## src/rtl/servant_uart_pkg.sv

```systemverilog
// Shared definitions for the servant UART receiver: frame constants, FSM
// state encoding and a constant-width helper.
package servant_uart_pkg;

  localparam int UART_DATA_BITS = 8;

  typedef enum logic [2:0] {
    ST_IDLE  = 3'd0,
    ST_START = 3'd1,
    ST_DATA  = 3'd2,
    ST_STOP  = 3'd3,
    ST_BREAK = 3'd4
  } rx_state_e;

  function automatic int clog2(input int value);
    int result;
    int rem;
    result = 32'sd0;
    rem    = value - 32'sd1;
    while (rem > 32'sd0) begin
      result = result + 32'sd1;
      rem    = rem >> 32'd1;
    end
    return result;
  endfunction

endpackage

```

## src/rtl/servant_uart_fifo.sv

```systemverilog
// First-word-fall-through FIFO: the head entry is always visible on data_o,
// and a push into a full FIFO is accepted only when a pop frees a slot.
module servant_uart_fifo
  import servant_uart_pkg::*;
#(
  parameter int WIDTH = 8,
  parameter int DEPTH = 4
) (
  input  logic                  clk_i,
  input  logic                  rst_ni,
  input  logic                  push_i,
  input  logic [WIDTH-1:0]      data_i,
  input  logic                  pop_i,
  output logic [WIDTH-1:0]      data_o,
  output logic                  full_o,
  output logic                  empty_o,
  output logic [clog2(DEPTH):0] count_o
);

  localparam int AW = clog2(DEPTH);
  localparam logic [AW-1:0] PTR_ONE   = AW'(1'b1);
  localparam logic [AW:0]   CNT_ONE   = (AW+1)'(1'b1);
  localparam logic [AW:0]   CNT_DEPTH = (AW+1)'(DEPTH);

  logic [WIDTH-1:0] mem_q [DEPTH];
  logic [AW-1:0]    wr_ptr_q, wr_ptr_d;
  logic [AW-1:0]    rd_ptr_q, rd_ptr_d;
  logic [AW:0]      count_q, count_d;
  logic             push_ok_s;
  logic             pop_ok_s;

  assign full_o    = (count_q == CNT_DEPTH);
  assign empty_o   = (count_q == {(AW+1){1'b0}});
  assign count_o   = count_q;
  assign pop_ok_s  = pop_i && !empty_o;
  assign push_ok_s = push_i && (!full_o || pop_ok_s);
  assign data_o    = empty_o ? {WIDTH{1'b0}} : mem_q[rd_ptr_q];

  always_comb begin
    wr_ptr_d = wr_ptr_q;
    rd_ptr_d = rd_ptr_q;
    count_d  = count_q;
    if (push_ok_s) begin
      wr_ptr_d = wr_ptr_q + PTR_ONE;
    end else begin
      wr_ptr_d = wr_ptr_q;
    end
    if (pop_ok_s) begin
      rd_ptr_d = rd_ptr_q + PTR_ONE;
    end else begin
      rd_ptr_d = rd_ptr_q;
    end
    case ({push_ok_s, pop_ok_s})
      2'b10:   count_d = count_q + CNT_ONE;
      2'b01:   count_d = count_q - CNT_ONE;
      default: count_d = count_q;
    endcase
  end

  always_ff @(posedge clk_i) begin
    if (!rst_ni) begin
      wr_ptr_q <= {AW{1'b0}};
      rd_ptr_q <= {AW{1'b0}};
      count_q  <= {(AW+1){1'b0}};
    end else begin
      wr_ptr_q <= wr_ptr_d;
      rd_ptr_q <= rd_ptr_d;
      count_q  <= count_d;
    end
  end

  // Storage needs no reset: data_o is masked while the FIFO is empty.
  always_ff @(posedge clk_i) begin
    if (push_ok_s) begin
      mem_q[wr_ptr_q] <= data_i;
    end
  end

endmodule

```

## src/rtl/servant_uart_rx.sv

```systemverilog
// 8N1 UART receiver for the servant console line: two-flop synchronizer,
// mid-bit sampling FSM and a small FWFT output FIFO on a valid/ready stream.
module servant_uart_rx
  import servant_uart_pkg::*;
#(
  parameter int clks_per_bit = 278,
  parameter int fifo_depth   = 4
) (
  input  logic       wb_clk,
  input  logic       wb_rst_n,
  input  logic       i_rx,
  output logic [7:0] o_data,
  output logic       o_valid,
  input  logic       i_ready,
  output logic       o_frame_err,
  output logic       o_overflow
);

  localparam int CNT_W = clog2(clks_per_bit);
  localparam int IDX_W = clog2(UART_DATA_BITS);
  localparam int FCW   = clog2(fifo_depth) + 1;

  localparam logic [CNT_W-1:0] CNT_FULL = CNT_W'(clks_per_bit - 1);
  localparam logic [CNT_W-1:0] CNT_HALF = CNT_W'(clks_per_bit / 2 - 1);
  localparam logic [CNT_W-1:0] CNT_ONE  = CNT_W'(1'b1);
  localparam logic [IDX_W-1:0] IDX_ONE  = IDX_W'(1'b1);
  localparam logic [IDX_W-1:0] IDX_LAST = IDX_W'(UART_DATA_BITS - 1);

  logic                      rx_meta_q;
  logic                      rx_s_q;
  rx_state_e                 state_q, state_d;
  logic [CNT_W-1:0]          cnt_q, cnt_d;
  logic [IDX_W-1:0]          idx_q, idx_d;
  logic [UART_DATA_BITS-1:0] shift_q, shift_d;
  logic                      frame_err_q, frame_err_d;
  logic                      overflow_q, overflow_d;
  logic                      tick_s;
  logic                      push_s;
  logic                      pop_s;
  logic                      fifo_full_s;
  logic                      fifo_empty_s;
  logic [FCW-1:0]            fifo_count_unused;

  assign tick_s      = (cnt_q == {CNT_W{1'b0}});
  assign o_valid     = !fifo_empty_s;
  assign pop_s       = o_valid && i_ready;
  assign o_frame_err = frame_err_q;
  assign o_overflow  = overflow_q;

  always_comb begin
    state_d     = state_q;
    cnt_d       = cnt_q;
    idx_d       = idx_q;
    shift_d     = shift_q;
    push_s      = 1'b0;
    frame_err_d = 1'b0;
    case (state_q)
      ST_IDLE: begin
        if (!rx_s_q) begin
          cnt_d   = CNT_HALF;
          state_d = ST_START;
        end else begin
          state_d = ST_IDLE;
        end
      end
      ST_START: begin
        if (!tick_s) begin
          cnt_d = cnt_q - CNT_ONE;
        end else if (rx_s_q) begin
          state_d = ST_IDLE;
        end else begin
          cnt_d   = CNT_FULL;
          idx_d   = {IDX_W{1'b0}};
          state_d = ST_DATA;
        end
      end
      ST_DATA: begin
        if (!tick_s) begin
          cnt_d = cnt_q - CNT_ONE;
        end else begin
          shift_d[idx_q] = rx_s_q;
          idx_d          = idx_q + IDX_ONE;
          cnt_d          = CNT_FULL;
          if (idx_q == IDX_LAST) begin
            state_d = ST_STOP;
          end else begin
            state_d = ST_DATA;
          end
        end
      end
      ST_STOP: begin
        if (!tick_s) begin
          cnt_d = cnt_q - CNT_ONE;
        end else if (rx_s_q) begin
          push_s  = 1'b1;
          state_d = ST_IDLE;
        end else begin
          frame_err_d = 1'b1;
          state_d     = ST_BREAK;
        end
      end
      // A held-low line must return high before another start is accepted.
      ST_BREAK: begin
        if (rx_s_q) begin
          state_d = ST_IDLE;
        end else begin
          state_d = ST_BREAK;
        end
      end
      default: begin
        state_d = ST_IDLE;
      end
    endcase
  end

  assign overflow_d = push_s && fifo_full_s && !pop_s;

  always_ff @(posedge wb_clk) begin
    if (!wb_rst_n) begin
      rx_meta_q   <= 1'b1;
      rx_s_q      <= 1'b1;
      state_q     <= ST_IDLE;
      cnt_q       <= {CNT_W{1'b0}};
      idx_q       <= {IDX_W{1'b0}};
      shift_q     <= {UART_DATA_BITS{1'b0}};
      frame_err_q <= 1'b0;
      overflow_q  <= 1'b0;
    end else begin
      rx_meta_q   <= i_rx;
      rx_s_q      <= rx_meta_q;
      state_q     <= state_d;
      cnt_q       <= cnt_d;
      idx_q       <= idx_d;
      shift_q     <= shift_d;
      frame_err_q <= frame_err_d;
      overflow_q  <= overflow_d;
    end
  end

  // Byte written on the stop-bit tick is the fully assembled shift_d.
  servant_uart_fifo #(
    .WIDTH (UART_DATA_BITS),
    .DEPTH (fifo_depth)
  ) u_fifo (
    .clk_i   (wb_clk),
    .rst_ni  (wb_rst_n),
    .push_i  (push_s),
    .data_i  (shift_d),
    .pop_i   (pop_s),
    .data_o  (o_data),
    .full_o  (fifo_full_s),
    .empty_o (fifo_empty_s),
    .count_o (fifo_count_unused)
  );

endmodule

```

## config.mk

```make
export PLATFORM = sky130hd
export DESIGN_NAME = servant_uart_rx
export DESIGN_NICKNAME = d
export VERILOG_FILES = /design/src/rtl/servant_uart_pkg.sv /design/src/rtl/servant_uart_fifo.sv /design/src/rtl/servant_uart_rx.sv
export SDC_FILE = /design/constraint.sdc
export NUM_CORES = 1
export LEC_CHECK = 0
export ABC_AREA = 1
export CORE_MARGIN = 3
export CORE_UTILIZATION = 30
export CTS_CLUSTER_DIAMETER = 200
export DETAILED_ROUTE_END_ITERATION = 12
export RECOVER_POWER = 100
export SLEW_MARGIN = 30
export SYNTH_ARGS = -nofsm -noshare
export SYNTH_HDL_FRONTEND = slang
export SYNTH_SLANG_ARGS = --single-unit
```

## constraint.sdc

```tcl
create_clock -name wb_clk -period 1.97 [get_ports wb_clk]
set_input_delay 0.197 -clock wb_clk [delete_from_list [all_inputs] [get_ports wb_clk]]
set_output_delay 0.197 -clock wb_clk [all_outputs]
set_load 0.05 [all_outputs]
```

==> results of run 1 <==
[flip-flops by register name, summed over array words and instances, names as in the netlist, named ones only]
signal and count:
o_frame_err 1, u_fifo.count_o 3, u_fifo.wr_ptr_q 2, shift_q 8, idx_q 3, rx_meta_q 1, u_fifo.mem_q 32, u_fifo.rd_ptr_q 2
cnt_q 9, state_q 3, rx_s_q 1, o_overflow 1
[cells in the final DEF (no fill, tap or decap), drive strengths merged, types with 2 or more instances in the layout]
cell type / count
nand4: 8
xor2: 2
edfxtp: 32
nand2: 74
o21ai: 30
buf: 42
or2: 2
clkinv: 4
clkbuf: 9
nor2: 82
nor3: 3
nand3: 19
ha: 8
a21oi: 30
bufinv: 2
nor4: 2
dfxtp: 36
inv: 54
clkdlybuf4s50: 4
[final cells by class]
type,count,share of cell area [%]
Sequential cell,68,41.1
Multi-Input combinational cell,263,32.7
Timing Repair Buffer,48,11.8
Inverter,54,4.94
Tap cell,133,4.05
Clock buffer,9,3.02
Clock inverter,7,2.41
[kinds of logic (layout without fill, tap and decap cells)]
kind of cell    after synthesis  after routing
fa+ha+maj                     9              9
buf+inv                      61            118
simple gates                190            190
xor+xnor                      2              2
compound gates               62             62
flops                        68             68
[power breakdown]
part / switching, uW / internal (uW)
combinational: 528 / 343
sequential: 30.9 / 1500
clock: 553 / 719
total: 1110 / 2560
[critical path, stage by stage, from the launching register on]
cell and delay (ps):
dfxtp_2 330, inv_2 50, ha_4 160, nand2_4 60
nor2_4 40, nand4_1 130, nor2_2 60, inv_2 70
ha_4 120, inv_2 40, fa_2 370, a21oi_2 150
o21ai_2 70, o21ai_1 130, a21oi_1 50
[metrics by stage]
step	hold WS [ps]	cell area, um2	power (uW)	utilization, %	setup slack [ps]
2_1_floorplan	304	3180	2040	-	-8.95
3_3_place_gp	395	3730	2360	37.3	-46.9
3_5_place_dp	401	3730	2370	37.3	-93.1
4_1_cts	417	3950	3650	39.5	9.18
5_1_grt	429	4100	3860	41.0	-84.3
6_report	414	4100	3680	41.0	35.3
[layer usage]
layer / global-route usage [%] / routed length [um]
met1: 13.5 / 3140
met2: 20.8 / 3240
met3: 2.72 / 189
met4: 5.32 / 114
met5: 0 / 0
[timing repair]
action / CTS / global route
resized for setup: 1 / 24
pin swaps: 1 / 10
buffers inserted: 0 / 8
cloned: 0 / 0
setup endpoints to repair: 1 / 30
[path summary, 6_finish.rpt]
| check | start | depth (start not counted) | slack [ps] | to |
|---|---|---|---|---|
| max reg2reg | cnt_q[0] | 14 | 40 | u_fifo.count_o[2] |
| max | cnt_q[0] | 14 | 40 | u_fifo.count_o[2] |
| min | rx_meta_q | 1 | 410 | rx_s_q |
| min reg2reg | rx_meta_q | 1 | 410 | rx_s_q |
==> impl_metrics.py, run 1 <==
metrics = {
    "clock_tree": {
        "path_clk_slew_ps": 80,
        "root_buffer": "clkbuf_8",
        "cts_sinks": 68,
        "htree_levels": 3,
        "cts_made_buffers": 9,
        "clk_path_buf_depth": 2,
        "hold_buffers": 0,
        "clk-insertion-delay-late_ps": 340,
        "cts_tree": "built",
    },
    "critical_path": {
        "required_ps": 2210,
        "criticalPathCategory": "reg2reg",
        "critical_path_peak_fanout": 2,
        "end_kind": "flip-flop",
        "start_kind": "flip-flop",
        "cp.arrival_ps": 2170,
    },
    "timing": {
        "max_freq_ghz": 0.517,
        "report.final.slew_viol_count": 0,
        "finalCritPeriodShare_pct": 98.2,
        "setup_tns_ps": 0,
        "slew_headroom_pct": 66.9,
        "fin_skew_ps": 13.0,
        "setup_viol": 0,
        "rsz0062_at_grt": "yes",
        "finalHoldViolCount": 0,
        "worstMarginPinSlew_ps": 496,
        "fin_crit_ps": 1930,
    },
    "layout": {
        "drive_gt1_share_pct": 20.5,
        "final-seq-area_um2": 1690,
        "finalNonFillerCells": 582,
        "diodes": 0,
        "nNetsFinal": 457,
        "area_growth_syn_to_layout_pct": 29.5,
        "multi_input_area_um2": 1340,
        "nFillCells": 996,
    },
    "worst_hold_path": {
        "hold_path_class": "reg2reg",
    },
    "global_route": {
        "grt_pass1_vias": 2521,
        "gr-usage-all-layers_pct": 11.8,
        "grt_pass1_wl_um": 11100,
        "gr-total-overflow": 0,
        "antenna_found_initial": 0,
        "grt_max_degree": 18,
    },
    "die": {
        "die_w_um": 109,
        "die_h_um": 109,
        "io_pins": 15,
        "die_area_um2": 11800,
        "coreArea_um2": 10000,
        "rows": 36,
        "start_util_pct": 31.7,
    },
    "synthesis": {
        "synthSimpleGateAreaFrac_pct": 25.3,
        "synth-edff-count": 32,
        "synthTopCellsByCount": "nor2_1 (79), nand2_1 (73), inv_1 (48), dfxtp_1 (36), edfxtp_1 (32)",
        "synth.most_common_cell": "nor2_1",
        "yosysUniqueCellTypes": 28,
        "synth_top_family_by_area": "simple AND/OR/NAND/NOR gates",
        "avgSynthCellArea_um2": 8.08,
        "synth_fa_ha_area_share_pct": 3.79,
        "synth_nets": 405,
        "synth_flop_cell": "dfxtp_1",
        "synth_seq_cells": 68,
        "synth_xor_area_share_pct": 0.553,
        "syn_area_um2": 3170,
        "yosys_warnings": 0,
        "netlist_instances": 392,
        "synthMuxAreaShare_pct": 0,
        "synth-seq-area-share_pct": 53.1,
        "netlist.area_leader.share_pct": 30.3,
        "synth_top_area_cell": "edfxtp_1",
        "synth_compound_area_share_pct": 10.0,
        "async_reset_ff_share_pct": 0,
        "synth.area.top_cells": "edfxtp_1 (30%), dfxtp_1 (23%), nor2_1 (9.4%)",
    },
    "power": {
        "power_leakage_uw": 0.00173,
        "power_density_nw_per_um2": 896,
        "ir_drop_mv": 0.528,
    },
    "detailed_routing": {
        "route.detailed.drc": 0,
        "drt_iter0_drc": 144,
        "wirelength_um": 6690,
        "avgViaCountPerCell": 4.54,
        "antenna_left": 0,
        "vias": 2642,
        "drt_pass1_iterations": 4,
        "wl_per_cell_um": 11.5,
    },
    "job": {
        "cap_viol_max_count": 0,
    },
    "placed_design": {
        "gp_congestion": 0.835,
        "dp_hpwl_um": 4520,
        "dp_cells": 558,
        "portBuffers": 14,
    },
    "run_status": {
        "outcome": "finished clean",
    },
}
(Power assumes the default switching activity.)
==> run 2: changes to the inputs <==
CTS_CLUSTER_DIAMETER = 50   (was 200)
==> results of run 2 <==
No change in the layout: final DEF, timing and power equal those of run 1.
==> run 3: changes to the inputs <==
PLACE_DENSITY = 0.54   (was not set)
==> run 3 against run 2 <==
  * Sequential power hardly changed
  * Highest routed layer unchanged
  * Design area is 0.95% lower
  * Clock skew is 3.3 ps higher
  * Hold slack better by 1.7 ps
  * Sequential share of layout area is 0.42 points higher
  * Register-to-register slack better by 30 ps
  * Clock power is 13% lower
  * Non-clock buffer count is 1 higher
  * Maximum frequency is 1.6% higher
  * Power is 4.2% lower
  * Cell count is 0.34% higher
  * Critical endpoint unchanged
==> impl_metrics.py, run 3 (synthesized netlist as in run 1, its figures left out) <==
metrics = {
    "critical_path": {
        "critical_path_peak_fanout": 3,
        "crit_chain": "inv_2 -> ha_4 -> nand2_4 -> nor2_4 -> nand4_1 -> nor2_2 -> inv_2 -> ha_4 -> inv_4 -> fa_2 -> a21oi_2 -> o21ai_1 -> o21ai_1 -> a21oi_1",
        "end_kind": "flip-flop",
        "start_kind": "flip-flop",
        "r2r.worst_path.cells": 14,
        "crit-reg2reg-launch": "cnt_q[1]",
        "criticalPathCategory": "reg2reg",
        "required_ps": 2210,
        "setup.worst_path.start": "cnt_q[1]",
        "slowest_delay_ps": 360,
        "reg2reg_slack_ps": 60,
        "cp.arrival_ps": 2150,
        "rr_endpoint": "u_fifo.count_o[2]",
        "cp_slowest_cell": "fa_2",
    },
    "global_route": {
        "grt_pass1_vias": 2466,
        "gr-usage-all-layers_pct": 12.6,
        "grt_pass1_wl_um": 11600,
        "gr-total-overflow": 0,
        "grt_max_degree": 18,
        "antenna_found_initial": 0,
    },
    "detailed_routing": {
        "route.detailed.drc": 0,
        "antenna_left": 0,
        "avgViaCountPerCell": 4.46,
        "vias": 2606,
        "drt_iter0_drc": 93,
        "wirelength_um": 6850,
        "wl_per_cell_um": 11.7,
        "drt_pass1_iterations": 4,
    },
    "die": {
        "die_area_um2": 11800,
        "io_pins": 15,
        "die_h_um": 109,
        "start_util_pct": 31.7,
        "die_w_um": 109,
        "coreArea_um2": 10000,
        "rows": 36,
    },
    "timing": {
        "report.final.slew_viol_count": 0,
        "rsz0062_at_grt": "yes",
        "setup_viol": 0,
        "max_freq_ghz": 0.525,
        "fin_skew_ps": 16.3,
        "finalHoldViolCount": 0,
        "fin_crit_ps": 1910,
        "finalCritPeriodShare_pct": 96.7,
        "worstMarginPinSlew_ps": 502,
        "slew_headroom_pct": 66.5,
    },
    "clock_tree": {
        "root_buffer": "clkbuf_8",
        "cts_made_buffers": 9,
        "cts_sinks": 68,
        "cts_tree": "built",
        "path_clk_slew_ps": 80,
        "hold_buffers": 0,
        "clk_path_buf_depth": 2,
        "htree_levels": 3,
        "clk-insertion-delay-late_ps": 350,
    },
    "run_status": {
        "outcome": "finished clean",
    },
    "job": {
        "cap_viol_max_count": 0,
    },
    "placed_design": {
        "dp_hpwl_um": 4740,
        "placed_area_um2": 3730,
        "dp_cells": 559,
        "gp_congestion": 0.794,
        "portBuffers": 14,
    },
    "worst_hold_path": {
        "hold_path_class": "reg2reg",
        "hold_start": "rx_meta_q",
        "whs_path_depth": 1,
        "min_to": "rx_s_q",
    },
    "layout": {
        "layout_commonest_cell": "nor2_1",
        "largest_reg_flops": 32,
        "top_register": "u_fifo.mem_q",
        "nNetsFinal": 459,
        "diodes": 0,
        "reg_top3": "u_fifo.mem_q (32), cnt_q (9), shift_q (8)",
        "finalNonFillerCells": 584,
        "area_growth_syn_to_layout_pct": 28.3,
        "final_area_um2": 4070,
        "mostFrequentLayoutCells": "nor2_1 (74), nand2_1 (72), inv_1 (45), buf_4 (36)",
        "drive_gt1_share_pct": 20.6,
    },
    "power": {
        "ir_drop_mv": 0.277,
        "power_density_nw_per_um2": 867,
        "power_leakage_uw": 0.00170,
    },
}
## run 3: report_power, final
group / internal [uW] / switching (uW) / total (uW)
Sequential: 1500 / 28.8 / 1530
Combinational: 354 / 539 / 893
Clock: 535 / 563 / 1100
Total: 2390 / 1130 / 3520
## run 3: critical path, delay by kind of cell, from the launching register on
family	cells	cell delay, ps
buf+inv	3	160
fa+ha+maj	3	650
simple gates	4	270
flops	1	330
compound gates	4	380
## run 3: worst max-delay path by stage
stage                              to  slack, ps
global placement    u_fifo.count_o[2]        -50
global route        u_fifo.count_o[2]        -50
CTS                 u_fifo.count_o[1]          6
detailed placement  u_fifo.count_o[2]       -110
finish              u_fifo.count_o[2]         60
floorplan           u_fifo.count_o[1]         -9
## run 3: cell type report
class | count | area, um2
sequential | 68 | 1690
tap | 133 | 166
timing repair buffer | 49 | 480
clock inverter | 5 | 35.0
fill | 1032 | 5930
clock buffer | 11 | 153
inverter | 54 | 210
multi-input combinational | 264 | 1330
## run 3: repair_timing
action                                  in CTS  in global routing
cloned                                       0                  1
buffers inserted                             5                  3
endpoints found under the setup margin       2                 22
resized for setup                            4                 22
pin swaps                                    3                  9
## run 3: through the flow
| step | worst slack (ps) | TNS [ps] | power [uW] | utilization, % | hold slack [ps] |
|---|---|---|---|---|---|
| after floorplan | -8.95 | -8.95 | 2040 | - | 304 |
| after global placement | -51.9 | -51.9 | 2370 | 37.3 | 398 |
| after detailed placement | -105 | -123 | 2390 | 37.3 | 398 |
| after CTS | 6.42 | 0 | 3490 | 39.7 | 415 |
| after global routing | -49.5 | -60.2 | 3720 | 40.7 | 428 |
| final | 64.9 | 0 | 3520 | 40.7 | 415 |
## run 3: per-layer routing
metal | track usage (%) | wire [um] | vias to the layer above
met5 | 0 | 0 | -
met4 | 3.79 | 78 | 0
met3 | 3.43 | 173 | 8
met2 | 21.6 | 3350 | 19
met1 | 15.5 | 3250 | 1197
li1 | - | - | 1382
